[config.mk]
export PLATFORM = sky130hd
export DESIGN_NAME = pkt_serial_tx_flat
export DESIGN_NICKNAME = d
export VERILOG_FILES = /design/src/rtl/pkt_serial_tx_pkg.sv /design/src/rtl/pkt_serial_tx_if.sv /design/src/rtl/pkt_serial_tx_baud.sv /design/src/rtl/pkt_serial_tx.sv /design/src/flat_wrapper.sv
export SDC_FILE = /design/constraint.sdc
export NUM_CORES = 1
export LEC_CHECK = 0
export ABC_AREA = 1
export CAP_MARGIN = 40
export CORE_MARGIN = 2
export CORE_UTILIZATION = 58
export DETAILED_ROUTE_END_ITERATION = 16
export PLACE_DENSITY_LB_ADDON = 0.12
export SYNTH_ARGS = -nofsm -noshare
export SYNTH_HDL_FRONTEND = slang
export SYNTH_SLANG_ARGS = --single-unit
[constraint.sdc]
create_clock -name clk -period 4.7 [get_ports clk]
set_input_delay 0.705 -clock clk [delete_from_list [all_inputs] [get_ports clk]]
set_output_delay 0.705 -clock clk [all_outputs]
set_load 0.01 [all_outputs]
[src/rtl/pkt_serial_tx_pkg.sv]
// pkt_pkg: packet width, packet type and tx sequencer states shared
// by the packet FIFO, the serial drain stage and upstream stages.
package pkt_pkg;

  localparam int PKT_W = 10;

  typedef logic [PKT_W-1:0] pkt_t;

  typedef enum logic [2:0] {
    IDLE,
    START,
    DATA,
    PARITY,
    STOP
  } tx_state_t;

endpackage

[src/rtl/pkt_serial_tx_if.sv]
// pkt_serial_tx_if: FIFO read port (data, empty, re).
// master = FIFO consumer (drives re); slave = FIFO (drives data, empty).
interface pkt_serial_tx_if;
  import pkt_pkg::*;

  pkt_t data;
  logic empty;
  logic re;

  modport master (
    input  data,
    input  empty,
    output re
  );

  modport slave (
    output data,
    output empty,
    input  re
  );

endinterface

[src/rtl/pkt_serial_tx_baud.sv]
// pkt_baud_gen: bit-period timer. Ports: clk, rst, restart (realign
// period), bit_end (pulse in last cycle of each CLKS_PER_BIT period).
module pkt_baud_gen #(
  parameter int CLKS_PER_BIT = 16
) (
  input  logic clk,
  input  logic rst,
  input  logic restart,
  output logic bit_end
);

  localparam int W = $clog2(CLKS_PER_BIT);
  localparam logic [W-1:0] LAST = W'(CLKS_PER_BIT - 1);

  logic [W-1:0] cnt;

  // Wrapping at bit_end reloads the period at every bit boundary.
  always_ff @(posedge clk or posedge rst) begin
    if (rst)
      cnt <= '0;
    else if (restart || bit_end)
      cnt <= '0;
    else
      cnt <= cnt + 1'b1;
  end

  assign bit_end = (cnt == LAST);

endmodule

[src/rtl/pkt_serial_tx.sv]
// pkt_serial_tx: pops packets from the FIFO and sends start/data/parity/stop.
// Ports: clk, rst, enable, fifo (read port), tx, busy, frame_done, frames_sent.
module pkt_serial_tx
  import pkt_pkg::*;
#(
  parameter int CLKS_PER_BIT = 16,
  parameter int PARITY_EN    = 1,
  parameter int PARITY_ODD   = 0,
  parameter int STOP_BITS    = 1
) (
  input  logic                  clk,
  input  logic                  rst,
  input  logic                  enable,
  pkt_serial_tx_if.master       fifo,
  output logic                  tx,
  output logic                  busy,
  output logic                  frame_done,
  output logic [15:0]           frames_sent
);

  localparam logic [3:0] LAST_DATA = 4'(PKT_W - 1);
  localparam logic [3:0] LAST_STOP = 4'(STOP_BITS - 1);
  localparam logic       ODD       = (PARITY_ODD != 0);

  tx_state_t  state, state_n;
  logic [3:0] bit_q, bit_n;
  pkt_t       sr, sr_n;
  logic       tx_n;
  logic       pop;
  logic       can_pop;
  logic       bit_end;

  pkt_baud_gen #(
    .CLKS_PER_BIT(CLKS_PER_BIT)
  ) u_baud (
    .clk     (clk),
    .rst     (rst),
    .restart (pop),
    .bit_end (bit_end)
  );

  // rst gate keeps the pop strobe low while reset is held.
  assign can_pop = enable && !fifo.empty && !rst;

  always_comb begin
    state_n    = state;
    bit_n      = bit_q;
    sr_n       = sr;
    pop        = 1'b0;
    frame_done = 1'b0;
    unique case (state)
      IDLE: begin
        if (can_pop) begin
          pop     = 1'b1;
          state_n = START;
          bit_n   = '0;
        end
      end
      START: begin
        if (bit_end) begin
          state_n = DATA;
          bit_n   = '0;
        end
      end
      DATA: begin
        if (bit_end) begin
          if (bit_q == LAST_DATA) begin
            bit_n   = '0;
            state_n = (PARITY_EN != 0) ? PARITY : STOP;
          end else begin
            bit_n = bit_q + 4'd1;
          end
        end
      end
      PARITY: begin
        if (bit_end) begin
          state_n = STOP;
          bit_n   = '0;
        end
      end
      STOP: begin
        if (bit_end) begin
          if (bit_q == LAST_STOP) begin
            frame_done = 1'b1;
            bit_n      = '0;
            if (can_pop) begin
              pop     = 1'b1;
              state_n = START;
            end else begin
              state_n = IDLE;
            end
          end else begin
            bit_n = bit_q + 4'd1;
          end
        end
      end
      default: state_n = IDLE;
    endcase

    if (pop)
      sr_n = fifo.data;

    // Line level is decoded from the next state so the flop
    // presents it in the first cycle of that state.
    tx_n = 1'b1;
    unique case (state_n)
      START:   tx_n = 1'b0;
      DATA:    tx_n = sr_n[bit_n];
      PARITY:  tx_n = (^sr_n) ^ ODD;
      default: tx_n = 1'b1;
    endcase
  end

  always_ff @(posedge clk or posedge rst) begin
    if (rst) begin
      state       <= IDLE;
      bit_q       <= '0;
      sr          <= '0;
      tx          <= 1'b1;
      frames_sent <= '0;
    end else begin
      state <= state_n;
      bit_q <= bit_n;
      sr    <= sr_n;
      tx    <= tx_n;
      if (frame_done)
        frames_sent <= frames_sent + 16'd1;
    end
  end

  assign fifo.re = pop;
  assign busy    = (state != IDLE);

endmodule

[src/flat_wrapper.sv]
// flat-port wrapper written by rule: the top's interface ports become plain ports
module pkt_serial_tx_flat import pkt_pkg::*;
#(
  parameter int CLKS_PER_BIT = 16,
  parameter int PARITY_EN    = 1,
  parameter int PARITY_ODD   = 0,
  parameter int STOP_BITS    = 1
)
  (clk, rst, enable, tx, busy, frame_done, frames_sent, fifo_data, fifo_empty, fifo_re);
  pkt_serial_tx_if fifo_i ();
  input  logic clk;
  input  logic rst;
  input  logic enable;
  output logic tx;
  output logic busy;
  output logic frame_done;
  output logic [15:0] frames_sent;
  input wire logic [$bits(fifo_i.data)-1:0] fifo_data;
  input wire logic [$bits(fifo_i.empty)-1:0] fifo_empty;
  output wire logic [$bits(fifo_i.re)-1:0] fifo_re;
  assign fifo_i.data = fifo_data;
  assign fifo_i.empty = fifo_empty;
  assign fifo_re = fifo_i.re;
  pkt_serial_tx #(.CLKS_PER_BIT(CLKS_PER_BIT), .PARITY_EN(PARITY_EN), .PARITY_ODD(PARITY_ODD), .STOP_BITS(STOP_BITS)) u_core (.clk(clk), .rst(rst), .enable(enable), .fifo(fifo_i), .tx(tx), .busy(busy), .frame_done(frame_done), .frames_sent(frames_sent));
endmodule
* Yosys cells after proc, flatten, opt, wreduce, memory -nomap -nowiden
Index checks and enable logic that the tools add are counted.
** Cells by class
- Multiplexer cells :: 28
- Reductions and logical operators :: 10
- $lt $le $gt $ge :: 1
- Equal/unequal tests :: 9
- $add $sub $neg :: 3
** Operators with widths (number)
- 2-to-1 mux 4 bit :: 7
- 2-to-1 mux 3 bit :: 7
- adder 16 x 1 -> 16 bit, second input constant :: 1
- one-hot mux 4 bit (4 select lines) :: 1
- one-hot mux 3 bit (5 select lines) :: 1
- == test 3 x 2 -> 1 bit, second input constant :: 4
- 2-to-1 mux 10 bit :: 1
- XOR reduction 10 bit :: 1
- adder 4 x 1 -> 4 bit, second input constant :: 2
- == test 4 bit, second input constant :: 2
- 2-to-1 mux 1 bit :: 8
- == test 3 x 1 -> 1 bit, second input constant :: 2
- less-than comparator 4 x 5 -> 1 bit, second input constant :: 1
- binary-select mux 1 bit (select 4 bit) :: 1
- logical NOT 4 bit :: 1
- == test 3 bit, second input constant :: 1
- logical NOT 3 bit :: 1
- one-hot mux 1 bit (3 select lines) :: 1
- nonzero test 3 bit :: 1
- logical AND 1 bit :: 2
- logical NOT 1 bit :: 2
- one-hot mux 1 bit (2 select lines) :: 1
- OR reduction 2 bit :: 1
- logical OR 1 bit :: 1
** Storage, ports and cells
- Logic and storage cells :: 57
- Input bits :: 14
- Register bits after elaboration :: 38
- Output and inout bits :: 20

* Logic depth before layout (Yosys ltp)
- Depth after elaboration :: 11
- Depth in mapped cells :: 19
- Gate-level depth less buffers :: 18

* By module
From an unflattened synthesis, not the netlist that was laid out.
** Unflattened totals
- Cell total of the unflattened synthesis :: 321
- Area, all modules :: 2412.3 um2
** By module, submodules not included
- pkt_serial_tx :: sequential area each 852.1 um2, area an instance 2215.9 um2, instances 1, cells an instance 301
- pkt_baud_gen :: sequential area each 100.1 um2, area an instance 196.4 um2, instances 1, cells an instance 20

* Worst setup path after synthesis
Ideal clock, no wire load.
- Path type :: input to register
- Start :: in rst
- End :: reg u_core.tx
- Path slack :: 2.054 ns
- Stages :: 16
- Arrival :: 2.571 ns
- Cell sequence :: inv_2 > nand2_1 > nor2_2 > nand2_1 > buf_4 > buf_6 > nand3_1 > nand2_1 > nand2_1 > nand2_1 > xnor2_1 > inv_1 > nand2_1 > nand3_1 > nand2_1 > nand2_1
** Between the ends
- Cells in the longest elaborated chain, start to end :: 10
- Elaborated cells between the ends (all ways) :: 21
- Those cells by class :: 3 x eq/ne; 15 x mux; 3 x reduce/logical
** RTL lines
- start, declared :: line flat_wrapper.sv:12 : input logic rst;
- logical NOT 1 bit (*) :: line pkt_serial_tx.sv:43 : assign can_pop = enable && !fifo.empty && !rst;
- logical AND 1 bit (*) :: line pkt_serial_tx.sv:43
- 2-to-1 mux 1 bit (*) :: line pkt_serial_tx.sv:53, pkt_serial_tx.sv:86
- 2-to-1 mux 1 bit :: line pkt_serial_tx.sv:83 : if (bit_q == LAST_STOP) begin
- 2-to-1 mux 1 bit :: line pkt_serial_tx.sv:82 : if (bit_end) begin
- one-hot mux 1 bit (2 select lines) (*) :: line pkt_serial_tx.sv:51 : unique case (state)
- 2-to-1 mux 10 bit (*) :: line pkt_serial_tx.sv:100 : if (pop)
- named net u_core.sr_n[1] :: line pkt_serial_tx.sv:27 : pkt_t sr, sr_n;
- binary-select mux 1 bit (select 4 bit) :: line pkt_serial_tx.sv:108 : DATA: tx_n = sr_n[bit_n];
- 2-to-1 mux 1 bit (implied by the code) :: line pkt_serial_tx.sv:108
- one-hot mux 1 bit (3 select lines) (*) :: line pkt_serial_tx.sv:106 : unique case (state_n)
- named net u_core.tx_n :: line pkt_serial_tx.sv:28 : logic tx_n;
- end signal, assigned :: line pkt_serial_tx.sv:125 : tx <= tx_n;
- end, declared :: line pkt_serial_tx.sv:15 : output logic tx,
Mark *: on every way through the listed nets, which the timed path passes. The rest lies on a longest branch. The select of a mux whose other input is x is not followed.
A chain may end at the register's enable or synchronous reset.

* Final worst setup path
- Start :: in rst
- End :: out fifo_re
** Between the ends
- Cells in the longest elaborated chain, start to end :: 6
** RTL lines
- logical NOT 1 bit (*) :: line pkt_serial_tx.sv:43
- logical AND 1 bit (*) :: line pkt_serial_tx.sv:43
- 2-to-1 mux 1 bit (*) :: line pkt_serial_tx.sv:53, pkt_serial_tx.sv:86
- 2-to-1 mux 1 bit :: line pkt_serial_tx.sv:83
- 2-to-1 mux 1 bit :: line pkt_serial_tx.sv:82
- one-hot mux 1 bit (2 select lines) (*) :: line pkt_serial_tx.sv:51
- end, declared :: line flat_wrapper.sv:20 : output wire logic [$bits(fifo_i.re)-1:0] fifo_re;
Every way passes the cells marked *; elsewhere a longest branch is shown, timed or not.

==> metrics.md <==
| Metric | Value |
|---|---|
| Overflow after GRT | 0 |
| Post-synthesis area per instance | about 7.7 sq um |
| Critical-path top delay cell | clkdlybuf4s50_1 |
| DRC Markers | 0 |
| Crit Path Max Fanout | 24 |
| Mux contribution to synthesized area | 0 |
| Root Driver | clkbuf_8 |
| Synth Area in Adders | 0.0270 |
| Pwr dens | ~480 nW/um^2 |
| Die Span X | 67.2 um |
| # Post-CTS Setup Buffers | 0 |
| Post-CTS sizing | 0 |
| Synth Area in Compound Gates | 0.0421 |
| Initial Util | 0.620 |
| DRT Pass-1 Iters | 4 |
| Core area | roughly 3700 sq um |
| Hold slack final | approximately 0.48 ns |
| All-Layer GR Usage | 0.240 |
| YS warnings | 0 |
| Critical Path Source | rst |
| Layout cell share with drive strength beyond 1 | 0.118 |
| Vias in the first global route | 1,891 |
| CTS Sinks | 38 |
| CP peak stage delay | 0.60 ns |
| Die Height | roughly 67 um |
| Worst reg2reg startpoint | u_core.state[0] |
| Cts hold-fix bufs | 0 |
| Final worst-path setup slack | ~1.1 ns |
| Final Non-Filler Cells | between 300 and 400 |
| Total Nets Final | about 360 |
| Wire per inst | 12.1 um |
| Crit end category | output pin |
| Synth top area share | 0.399 |
| CP Class | in -> out |
| Post-detailed-route count of antenna-violating nets | 0 |
| FF-to-FF setup slack | between 2 and 2.5 ns |
| Port bufs | 33 |
| Final Cycle Share | 0.756 |
| Diode count | 0 |
| Synth Instances | ~300 |
| Routability congestion estimate | slightly above 0.8 |
| Pre-CTS WS | 1.13 ns |
| Initial antenna violation count | 0 |
| Placed Cells incl. Taps | 380 |
| Highest-count cells in the layout ignoring fill and taps | nand2_1 (96), inv_1 (40), dfrtp_1 (37) |
| Critical path capture point | fifo_re |
| First-pass GRT wire length | ~8.2 mm |
| Outcome | complete, no violations |
| Final Hold Vio Count | 0 |
| Setup TNS | 0 ns |
| Most common cell after layout, fill and taps aside | nand2_1 |
| CP required | between 3 and 4 ns |
| Critical-path cell list | clkdlybuf4s50_1 -> inv_2 -> nand2_1 -> nor2_2 -> nand2_1 -> nand2_4 -> clkdlybuf4s50_1 |
| Maxcap violations | 0 |
| Area delta synth->final | 19.1% |
| Clock Latency Late Sink | around 0.3 ns |
| Fill cell count | just over 300 |
| Reg2Reg Depth | 15 |
| Via count | 1,961 |
| Worst EP arrival | around 2.9 ns |
| Peak supply drop | 291 uV |
| Worst slew margin | 0.563 |
| Area contributors post-synth | dfrtp_1 (40%), nand2_1 (16%), inv_1 (6.5%) |
| Netlist cell types | 31 |
| Fin crit period | about 3.6 ns |
| Worst hold path class | reg -> reg |
| Static leakage | about 1.4 nW |
| Yosys reg bits | 38 |
| Initial DRC count | 76 |
| Die area | roughly 4500 sq um |
| Simple-gate share of the synthesized area | 0.368 |
| TritonCTS clock tree | built |
| CTS Buf Count | 5 |
| Fmax | around 280 MHz |
| XOR/XNOR Fraction of Synth Area | 0.0566 |
| Unrepaired setup endpoints after global routing | no |
| DP Wirelength | 3.48 mm |
| Startpoint types | primary input |
| Syn_nets | about 320 |
| Mean number of vias per cell | just over 5 |
| # H-tree levels | 2 |
| Worst slew pin tran | 0.654 ns |
| I/O pin total | 34 |
| Total Wirelength | 4.69 mm |
| Rows | 22 |
| Final core occ | 0.738 |
| Clock Skew | between 0.01 and 0.015 ns |
| Mapped Area | 2320 sq um |
| Yosys top cell by area | dfrtp_1 |
| Worst-path clk slew | about 0.070 ns |
| Final Max Slew Viols | 0 |
| Sequential element share of the synthesized area | 0.410 |
| Largest net degree at the start of global routing | 39 |
| Largest family of logic cells by synthesized area | simple AND/OR/NAND/NOR gates |
| Clock tree buffer depth | 2 |
| FF-to-FF End | u_core.tx |
| Final setup vio count | 0 |
[how the worst min path moves through the flow]
stage / start / to / cells after the start
detailed placement: u_core.frames_sent[15] / u_core.frames_sent[15] / 1
CTS: u_core.frames_sent[15] / u_core.frames_sent[15] / 1
floorplan: u_core.sr[2] / u_core.sr[2] / 2
global placement: u_core.frames_sent[15] / u_core.frames_sent[15] / 1
finish: u_core.frames_sent[15] / u_core.frames_sent[15] / 1
global route: u_core.frames_sent[15] / u_core.frames_sent[15] / 1
[layer usage]
metal	up-vias	track usage	wire length (um)
met5	-	0	0
met3	7	0.0500	138
met1	909	0.290	2150
met4	0	0.0612	62
met2	27	0.433	2340
li1	1018	-	-
[cell type report]
| cell class | count | area [sq um] | area share |
|---|---|---|---|
| inverters | 46 | 173 | 0.0625 |
| well taps | 48 | 60.1 | 0.0217 |
| clock buffers | 6 | 82.6 | 0.0299 |
| multi-input cells | 214 | 1140 | 0.414 |
| repair buffers | 34 | 338 | 0.122 |
| flip-flops and latches | 38 | 952 | 0.345 |
| clock inverters | 2 | 12.5 | 0.00453 |
[power by group]
part / leakage, nW / total [W] / switching, W / internal [W]
registers: 0.495 / 0.000479 / 0.0000619 / 0.000417
logic: 0.845 / 0.000623 / 0.000375 / 0.000248
clock network: 0.0472 / 0.000237 / 0.000119 / 0.000118
[state kept, by name, indices dropped and copies added, names as in the netlist]
name,flops
u_core.state,3
u_core.bit_q,4
u_core.frames_sent,16
u_core.u_baud.cnt,4
u_core.sr,10
u_core.tx,1
[critical path: cells and delay by family]
| kind | cells | cell delay, ns |
|---|---|---|
| AND/OR/NAND/NOR | 4 | 1.07 |
| buffers and inverters | 3 | 1.06 |
[stage by stage]
| stage | instance area (sq um) | power [W] |
|---|---|---|
| 3_5_place_dp | 2670 | 0.00111 |
| 4_1_cts | 2760 | 0.00135 |
| 2_1_floorplan | 2320 | 0.000973 |
| 6_report | 2760 | 0.00134 |
| 3_3_place_gp | 2670 | 0.00108 |
| 5_1_grt | 2760 | 0.00146 |
[cell usage after synthesis]
master	n
o31ai_1	1
o21ai_1	1
o21ai_0	7
inv_2	6
buf_4	1
nor2_1	13
nor2_4	1
ha_1	5
nor4_2	2
nor3_1	6
buf_2	1
buf_8	1
a21oi_1	3
nand3_4	2
xor2_1	7
nand3_1	30
dfstp_2	1
a31o_2	1
nand2_4	1
o21ai_2	2
inv_1	40
xnor2_1	8
buf_6	2
nand3b_1	7
nand2_1	96
nand4_1	6
nor2_2	3
a21oi_2	1
nand2_2	10
dfrtp_1	37
nand3_2	1
[cells by family (layout without fill, tap and decap cells)]
| group | after synthesis | in the layout |
|---|---|---|
| AO/OA/AOI/OAI | 16 | 16 |
| AND/OR/NAND/NOR | 178 | 178 |
| buffers and inverters | 51 | 88 |
| XOR/XNOR | 15 | 15 |
| adder cells (fa/ha/maj) | 5 | 5 |
| flip-flops | 38 | 38 |
No activity file was read; power rests on OpenSTA's default activity.
